--- src/rtl/axis_fifo_rr_arbiter_if.sv ---
// Bus bundle around the arbiter: NUM_SRC AXI4-Stream requesters on the
// s_axis_* side, one AXI4-Stream port towards the FIFO on the m_axis_* side.
//   master : arbiter view (sinks the requesters, sources the FIFO port)
//   slave  : environment view (drives the requesters, sinks the FIFO port)
// s_axis_tdata/tkeep are packed per source, so source i sits at
// bits [i*DATA_WIDTH +: DATA_WIDTH] of the flattened vector.
interface axis_fifo_rr_arbiter_if #(
    parameter int NUM_SRC    = 4,
    parameter int DATA_WIDTH = 32,
    parameter int ID_WIDTH   = 2
);
    logic [NUM_SRC-1:0]                     s_axis_tvalid;
    logic [NUM_SRC-1:0]                     s_axis_tready;
    logic [NUM_SRC-1:0][DATA_WIDTH-1:0]     s_axis_tdata;
    logic [NUM_SRC-1:0][DATA_WIDTH/8-1:0]   s_axis_tkeep;
    logic [NUM_SRC-1:0]                     s_axis_tlast;

    logic                                   m_axis_tvalid;
    logic                                   m_axis_tready;
    logic [DATA_WIDTH-1:0]                  m_axis_tdata;
    logic [DATA_WIDTH/8-1:0]                m_axis_tkeep;
    logic                                   m_axis_tlast;
    logic [ID_WIDTH-1:0]                    m_axis_tid;

    modport master (
        input  s_axis_tvalid, s_axis_tdata, s_axis_tkeep, s_axis_tlast, m_axis_tready,
        output s_axis_tready, m_axis_tvalid, m_axis_tdata, m_axis_tkeep, m_axis_tlast,
               m_axis_tid
    );

    modport slave (
        output s_axis_tvalid, s_axis_tdata, s_axis_tkeep, s_axis_tlast, m_axis_tready,
        input  s_axis_tready, m_axis_tvalid, m_axis_tdata, m_axis_tkeep, m_axis_tlast,
               m_axis_tid
    );
endinterface

--- src/rtl/axis_fifo_rr_arbiter.sv ---
// Packet-granular round-robin arbiter in front of the AXIS FIFO.
// One requester is granted at a time and keeps the grant until its tlast
// beat is accepted; beats pass through a single registered output stage
// and are tagged with the source index on m_axis_tid.
// Ports:
//   aclk, aresetn : clock, asynchronous active-low reset
//   arb_en        : allow new grants (sampled only while idle)
//   axis          : requester bundle + FIFO-facing stream (master modport)
//   busy          : a grant is held
//   grant_id      : current / most recent granted source
//   pkt_count     : tlast beats accepted by the sink, wraps at 16 bits
module axis_fifo_rr_arbiter #(
    parameter int NUM_SRC    = 4,
    parameter int DATA_WIDTH = 32,
    parameter int ID_WIDTH   = 2
) (
    input  logic                   aclk,
    input  logic                   aresetn,
    input  logic                   arb_en,
    axis_fifo_rr_arbiter_if.master axis,
    output logic                   busy,
    output logic [ID_WIDTH-1:0]    grant_id,
    output logic [15:0]            pkt_count
);
    localparam int SW = (NUM_SRC > 1) ? $clog2(NUM_SRC) : 1;

    typedef enum logic {IDLE = 1'b0, LOCK = 1'b1} state_t;

    state_t              state;
    logic [ID_WIDTH-1:0] grant;
    logic [ID_WIDTH-1:0] last_grant;
    logic [ID_WIDTH-1:0] pick;
    logic                pick_vld;
    logic [SW-1:0]       gsel;
    logic                out_free;
    logic                take;
    logic                drain;
    logic [15:0]         pkt_cnt_q;

    assign gsel      = grant[SW-1:0];
    assign grant_id  = grant;
    assign pkt_count = pkt_cnt_q;

    // Output stage can take a beat when empty or being drained this cycle.
    assign out_free = !axis.m_axis_tvalid || axis.m_axis_tready;
    assign take     = (state == LOCK) && out_free && axis.s_axis_tvalid[gsel];
    assign drain    = axis.m_axis_tvalid && axis.m_axis_tready;

    // Round-robin pick: scan last_grant+1 .. last_grant+NUM_SRC. Iterating
    // downwards lets the nearest requester overwrite farther ones.
    always_comb begin
        pick_vld = 1'b0;
        pick     = '0;
        for (int k = NUM_SRC; k >= 1; k--) begin
            if (axis.s_axis_tvalid[SW'((int'(last_grant) + k) % NUM_SRC)]) begin
                pick_vld = 1'b1;
                pick     = ID_WIDTH'((int'(last_grant) + k) % NUM_SRC);
            end
        end
    end

    always_comb begin
        axis.s_axis_tready = '0;
        for (int i = 0; i < NUM_SRC; i++) begin
            axis.s_axis_tready[i] = (state == LOCK) && out_free && (gsel == SW'(i));
        end
    end

    // Grant FSM. Reset points last_grant at the top source so source 0
    // is first in line.
    always_ff @(posedge aclk or negedge aresetn) begin
        if (!aresetn) begin
            state      <= IDLE;
            grant      <= '0;
            last_grant <= ID_WIDTH'(NUM_SRC - 1);
            busy       <= 1'b0;
        end else begin
            case (state)
                IDLE: begin
                    if (arb_en && pick_vld) begin
                        grant <= pick;
                        busy  <= 1'b1;
                        state <= LOCK;
                    end
                end
                LOCK: begin
                    if (take && axis.s_axis_tlast[gsel]) begin
                        last_grant <= grant;
                        busy       <= 1'b0;
                        state      <= IDLE;
                    end
                end
                default: begin
                    busy  <= 1'b0;
                    state <= IDLE;
                end
            endcase
        end
    end

    // Single-entry output register; a load and a drain in the same cycle
    // keep one beat per cycle flowing.
    always_ff @(posedge aclk or negedge aresetn) begin
        if (!aresetn) begin
            axis.m_axis_tvalid <= 1'b0;
            axis.m_axis_tdata  <= '0;
            axis.m_axis_tkeep  <= '0;
            axis.m_axis_tlast  <= 1'b0;
            axis.m_axis_tid    <= '0;
        end else if (take) begin
            axis.m_axis_tvalid <= 1'b1;
            axis.m_axis_tdata  <= axis.s_axis_tdata[gsel];
            axis.m_axis_tkeep  <= axis.s_axis_tkeep[gsel];
            axis.m_axis_tlast  <= axis.s_axis_tlast[gsel];
            axis.m_axis_tid    <= grant;
        end else if (axis.m_axis_tready) begin
            axis.m_axis_tvalid <= 1'b0;
        end
    end

    always_ff @(posedge aclk or negedge aresetn) begin
        if (!aresetn) begin
            pkt_cnt_q <= '0;
        end else if (drain && axis.m_axis_tlast) begin
            pkt_cnt_q <= pkt_cnt_q + 16'd1;
        end
    end
endmodule

--- src/flat_wrapper.sv ---
// flat-port wrapper written by rule: the top's interface ports become plain ports
module axis_fifo_rr_arbiter_flat 
#(
    parameter int NUM_SRC    = 4,
    parameter int DATA_WIDTH = 32,
    parameter int ID_WIDTH   = 2
)
  (aclk, aresetn, arb_en, busy, grant_id, pkt_count, axis_s_axis_tvalid, axis_s_axis_tdata, axis_s_axis_tkeep, axis_s_axis_tlast, axis_m_axis_tready, axis_s_axis_tready, axis_m_axis_tvalid, axis_m_axis_tdata, axis_m_axis_tkeep, axis_m_axis_tlast, axis_m_axis_tid);
  axis_fifo_rr_arbiter_if #(.NUM_SRC(NUM_SRC), .DATA_WIDTH(DATA_WIDTH), .ID_WIDTH(ID_WIDTH)) axis_i ();
  input  logic aclk;
  input  logic aresetn;
  input  logic arb_en;
  output logic busy;
  output logic [ID_WIDTH-1:0] grant_id;
  output logic [15:0] pkt_count;
  input wire logic [$bits(axis_i.s_axis_tvalid)-1:0] axis_s_axis_tvalid;
  input wire logic [$bits(axis_i.s_axis_tdata)-1:0] axis_s_axis_tdata;
  input wire logic [$bits(axis_i.s_axis_tkeep)-1:0] axis_s_axis_tkeep;
  input wire logic [$bits(axis_i.s_axis_tlast)-1:0] axis_s_axis_tlast;
  input wire logic [$bits(axis_i.m_axis_tready)-1:0] axis_m_axis_tready;
  output wire logic [$bits(axis_i.s_axis_tready)-1:0] axis_s_axis_tready;
  output wire logic [$bits(axis_i.m_axis_tvalid)-1:0] axis_m_axis_tvalid;
  output wire logic [$bits(axis_i.m_axis_tdata)-1:0] axis_m_axis_tdata;
  output wire logic [$bits(axis_i.m_axis_tkeep)-1:0] axis_m_axis_tkeep;
  output wire logic [$bits(axis_i.m_axis_tlast)-1:0] axis_m_axis_tlast;
  output wire logic [$bits(axis_i.m_axis_tid)-1:0] axis_m_axis_tid;
  assign axis_i.s_axis_tvalid = axis_s_axis_tvalid;
  assign axis_i.s_axis_tdata = axis_s_axis_tdata;
  assign axis_i.s_axis_tkeep = axis_s_axis_tkeep;
  assign axis_i.s_axis_tlast = axis_s_axis_tlast;
  assign axis_i.m_axis_tready = axis_m_axis_tready;
  assign axis_s_axis_tready = axis_i.s_axis_tready;
  assign axis_m_axis_tvalid = axis_i.m_axis_tvalid;
  assign axis_m_axis_tdata = axis_i.m_axis_tdata;
  assign axis_m_axis_tkeep = axis_i.m_axis_tkeep;
  assign axis_m_axis_tlast = axis_i.m_axis_tlast;
  assign axis_m_axis_tid = axis_i.m_axis_tid;
  axis_fifo_rr_arbiter #(.NUM_SRC(NUM_SRC), .DATA_WIDTH(DATA_WIDTH), .ID_WIDTH(ID_WIDTH)) u_core (.aclk(aclk), .aresetn(aresetn), .arb_en(arb_en), .axis(axis_i), .busy(busy), .grant_id(grant_id), .pkt_count(pkt_count));
endmodule
--- config.mk ---
export PLATFORM = sky130hd
export DESIGN_NAME = axis_fifo_rr_arbiter_flat
export DESIGN_NICKNAME = d
export VERILOG_FILES = /design/src/rtl/axis_fifo_rr_arbiter_if.sv /design/src/rtl/axis_fifo_rr_arbiter.sv /design/src/flat_wrapper.sv
export SDC_FILE = /design/constraint.sdc
export NUM_CORES = 1
export LEC_CHECK = 0
export ABC_AREA = 1
export ABC_CLOCK_PERIOD_IN_PS = 1600
export BUFFER_PORTS_ARGS = -buffer_cell sky130_fd_sc_hd__buf_4
export CORE_MARGIN = 4
export CORE_UTILIZATION = 40
export CTS_BUF_LIST = sky130_fd_sc_hd__clkbuf_16
export CTS_CLUSTER_DIAMETER = 200
export DETAILED_ROUTE_END_ITERATION = 7
export GPL_TIMING_DRIVEN = 0
export PLACE_DENSITY = 0.78
export SETUP_SLACK_MARGIN = 0.2
export SLEW_MARGIN = 20
export SYNTH_ARGS = -nofsm -noshare
export SYNTH_HDL_FRONTEND = slang
export SYNTH_SLANG_ARGS = --single-unit
--- constraint.sdc ---
create_clock -name aclk -period 1.6 [get_ports aclk]
set_clock_uncertainty 0.2 [all_clocks]
set_input_delay 0.16 -clock aclk [delete_from_list [all_inputs] [get_ports aclk]]
set_output_delay 0.16 -clock aclk [all_outputs]
set_load 0.05 [all_outputs]
; Word level (Yosys, flattened, before mapping)
; Cells that the tools add are included.
[classes]
add_sub_neg = 5
magnitude_cmp = 5
eq_ne = 5
muxes = 36
n_bitwise = 1
reduce_logical = 17
[ops]
columns = cell, count
row1 = 32-bit binary-select mux with 2-bit select, 1
row2 = 32-bit two-way mux, 1
row3 = 1-bit two-way mux, 20
row4 = "16-bit by 1-bit adder with 16-bit output, second input constant", 1
row5 = "2-bit by 4-bit < comparator with 1-bit output, second input constant", 4
row6 = 1-bit binary-select mux with 2-bit select, 6
row7 = 1-bit logical AND, 10
row8 = 4-bit binary-select mux with 2-bit select, 1
row9 = 2-bit two-way mux, 4
row10 = 2-bit AND reduction, 3
row11 = "2-bit by 1-bit adder with 2-bit output, second input constant", 2
row12 = "2-bit adder, second input constant", 2
row13 = "2-bit equality test, second input constant", 2
row14 = 4-bit two-way mux, 1
row15 = 1-bit one-hot mux with 2 select lines, 2
row16 = "2-bit by 3-bit < comparator with 1-bit output, second input constant", 1
row17 = "2-bit by 1-bit equality test with 1-bit output, second input constant", 1
row18 = 2-bit zero test, 1
row19 = "2-bit by 1-bit != test with 1-bit output, second input constant", 1
row20 = "2-bit != test, second input constant", 1
row21 = 2-bit nonzero test, 1
row22 = 1-bit zero test, 1
row23 = 1-bit logical OR, 1
row24 = 1-bit inverter, 1
[totals]
register_bits = 62
output_inout_bits = 63
elab_cells = 79

; Depth between registers and ports, before layout
[logic_depth]
depth_word = 11
mapped_depth = 11

; Least setup slack after synthesis
; No wires, ideal clock.
[synth_timing]
path_kind = reg-to-output
start = reg u_core.grant[1], in the netlist u_core.grant_id[1]
end = out axis_s_axis_tready[2]
arrival_ns = 2.146
slack_ns = -0.906
path_stages_with_launch = 4
path_buffers = 1
path_cell_list = dfrtp_1 inv_2 clkbuf_1 nor3_1
[synth_via]
elab_chain_len = 2
[synth_lines]
columns = item, line_no
row1 = "start, declared", axis_fifo_rr_arbiter.sv:30  ; logic [ID_WIDTH-1:0] grant;
row2 = "start signal, assigned", axis_fifo_rr_arbiter.sv:81  ; grant <= pick;
row3 = 2-bit equality test, axis_fifo_rr_arbiter.sv:65  ; axis.s_axis_tready[i] = (state == LOCK) && out_free && (gsel == SW'(i));
row4 = 1-bit logical AND, axis_fifo_rr_arbiter.sv:65
row5 = "end, declared", flat_wrapper.sv:21  ; output wire logic [$bits(axis_i.s_axis_tready)-1:0] axis_s_axis_tready;
; No other way between the ends.

; Worst setup path in the final report
[layout_timing]
start = reg u_core.grant[0], in the netlist u_core.grant_id[0]
end = reg u_core.axis.m_axis_tdata[28]
[layout_via]
elab_chain_len = 3
elab_cells_between_ends = 5
classes_between = mux (4) / reduce/logical (1)
[layout_lines]
columns = item, line_no
row1 = 1-bit binary-select mux with 2-bit select, axis_fifo_rr_arbiter.sv:46  ; assign take = (state == LOCK) && out_free && axis.s_axis_tvalid[gsel];
row2 = 1-bit two-way mux (not written as such), axis_fifo_rr_arbiter.sv:46
row3 = 1-bit logical AND, axis_fifo_rr_arbiter.sv:46
row4 = "end signal, assigned", axis_fifo_rr_arbiter.sv:112  ; axis.m_axis_tdata <= axis.s_axis_tdata[gsel];
row5 = "end, declared", axis_fifo_rr_arbiter_if.sv:27  ; output s_axis_tready, m_axis_tvalid, m_axis_tdata, m_axis_tkeep, m_axis_tlast,
; Several ways; a longest one is shown, not always the timed one. The select of a mux whose other input is x is not followed.
; A chain may end at the register's enable or synchronous reset.

==> results.cfg <==
[status]
run_status = complete, but fails checks
violations = negative setup slack

[die]
top_level_ports = 219
die-area_um2 = 10600
core_um2 = 8760
die_h_um = 103
num_rows = 34
fp.dieW_um = 103
start_util = 0.413

[clock_network]
worstSkewPairLatency_ns = 0.33
path_clk_slew_ns = 0.07
cts_tree = done
cts_sinks = 62
clk_path_buf_depth = 2
numCtsBuffers = 9
htree_levels = 3
cts-root-buf = clkbuf_16

[layout]
num-fill-cells = 521
multi_input_area_um2 = 2230
layout.area.seq_um2 = 1570
final_cell_mix = buf_4, nand2_1, nand3_1
final_common_cell = buf_4
nets = 980
area_growth_pct = 102
drive_above_1_share = 0.512
layoutNonFillerInstCount = 936
antenna_cells = 0
fin_area_um2 = 7330

[placement]
dp.final_hpwl_um = 11100
place_congestion = 0.872
placed_area_um2 = 5580
port_buffers = 218
placedCellCount = 828

[worst_setup_path]
startpoint_type = flop
path_class = reg -> reg
cp.required_ns = 1.62
crit_path_max_incr_delay_ns = 0.43
end_kind = flop
path_cells = buf_12 -> nand2_4 -> inv_2 -> a22oi_2 -> nand2_2 -> nand2_8 -> buf_12 -> buf_8 -> nand2_1 -> o21ai_1
crit_path_start = u_core.grant_id[0]
crit_top_cell = buf_12
reg2reg_from = u_core.grant_id[0]
crit_arrival_ns = 1.89
cp_slowest_cell = dfrtp_2
critPathMaxFanout = 9

[sta]
holdWs_ns = 0.00980
finalMaxSlewViolations = 0
hold_viol = 0
finalSetupViolations = 58
fin_crit_ns = 1.87
period_share = 1.17
worst_slack_ns = -0.267
setup_tns_ns = -9.00
worst_pin_slew_ns = 0.574
max_freq_ghz = 0.536
rsz0062_at_grt = true
slew_headroom = 0.617

[global_routing]
globalRouteTotalUtil = 0.297
antenna_found_initial = 0
grt_pass1_vias = 5201
grt_overflow = 0
grt_max_degree = 63
grt_pass1_wl_um = 24400

[logic_synthesis]
syn_nets = 659
synth_cell_types = 29
syn_inst = 502
yosys_warnings = 0
ys_seq_area_frac = 0.429
synth_area_um2 = 3620
avgSynthCellArea_um2 = 7.22
synth_seq_cells = 62

[power]
leakagePower_nw = 3.71
irDropWorstVdd_uv = 1190
power.total_mw = 15.0
p_per_area_nw_per_um2 = 2050

[detailed_routing]
initialDrtViolationCount = 219
drt_wl_total_um = 17400
viasPerCell = 5.40
firstDrtPassIters = 5
antenna_left = 0
drcViolationCount = 0
wl_per_cell_um = 18.6
vias = 5058

[flow_run]
max_cap_violations = 0

[worst_hold_path]
hold_path_class = in -> reg
hp-start = axis_s_axis_tkeep[15]
report_power, final:
group,internal (mW),total (mW),switching [mW]
clock network,1.35,2.09,0.738
logic,4.15,10.2,6.09
registers,2.20,2.71,0.507
per-layer routing:
layer	part of all wire	vias up	track usage
met5	0	-	0
met1	0.33	2362	0.326
met4	0.041	0	0.133
li1	-	2302	-
met2	0.53	315	0.534
met3	0.096	79	0.0798
flip-flops by register name, summed over array words and instances (netlist names):
signal and count:
u_core.axis.m_axis_tdata 32, u_core.axis.m_axis_tlast 1, u_core.state 1, u_core.last_grant 2, u_core.axis.m_axis_tid 2, u_core.axis.m_axis_tkeep 4
u_core.grant_id 2, u_core.pkt_count 16, u_core.axis.m_axis_tvalid 1, u_core.busy 1
logic make-up after synthesis:
| kind of cell | share of synthesized area |
|---|---|
| AOI/OAI and AO/OA | 0.117 |
| xor gates and xnor gates | 0.0290 |
| adders and majority gates | 0.00345 |
| buffers and inverters | 0.0732 |
| DFF | 0.429 |
| muxes | 0.00311 |
| and+or+nand+nor | 0.345 |
cells in the mapped netlist, drive strengths merged:
library cell / instances / area [um^2]
dfstp: 2 / 52.6
a22oi: 1 / 12.5
clkbuf: 8 / 30.0
dfrtp: 60 / 1500
nand2: 177 / 667
xnor2: 5 / 43.8
nor2: 18 / 75.1
a21oi: 38 / 194
o21ai: 42 / 218
inv: 23 / 86.3
nand4: 3 / 18.8
buf: 22 / 149
ha: 1 / 12.5
nand3: 85 / 430
mux2: 1 / 11.3
xor2: 7 / 61.3
and2: 2 / 12.5
nand3b: 1 / 7.51
nor3: 6 / 40.0
final timing paths:
| check | cells past startpoint | endpoint | slack (ns) |
|---|---|---|---|
| min reg2reg | 2 | u_core.axis.m_axis_tkeep[3] | 0.29 |
| max reg2reg | 10 | u_core.axis.m_axis_tdata[28] | -0.27 |
| min | 5 | u_core.axis.m_axis_tkeep[3] | 0.01 |
| min in group asynchronous | 2 | u_core.pkt_count[4] | 0.17 |
| max | 10 | u_core.axis.m_axis_tdata[28] | -0.27 |
| max in group asynchronous | 2 | u_core.grant_id[1] | 0.56 |
critical path: cells and delay by family (launching register included):
family,cells,cell delay (ns)
buffers and inverters,4,0.47
flip-flops,1,0.43
AND/OR/NAND/NOR,4,0.37
AO/OA/AOI/OAI,2,0.29
final cells by class:
| cell class | instances | share of cell area |
|---|---|---|
| Buffer | 30 | 0.0446 |
| Clock buffer | 9 | 0.0307 |
| Clock inverter | 7 | 0.0121 |
| Inverter | 23 | 0.0135 |
| Multi-Input combinational cell | 387 | 0.304 |
| Sequential cell | 62 | 0.214 |
| Tap cell | 108 | 0.0184 |
| Timing Repair Buffer | 310 | 0.362 |
metrics by stage:
stage	util	setup slack, ns
after floorplan	-	-0.188
after global placement	0.637	-0.335
after detailed placement	0.637	-0.424
after CTS	0.792	-0.188
after global routing	0.836	-0.347
final	0.836	-0.267
repair_timing:
item / 4_1_cts / 5_1_grt
gates cloned: 6 / 2
resized for setup: 122 / 57
pin swaps: 21 / 20
hold endpoints to repair: 101 / 0
hold buffers: 40 / 0
endpoints found under the setup margin: 61 / 79
setup buffers: 27 / 17
No activity file was read; power rests on OpenSTA's default activity.
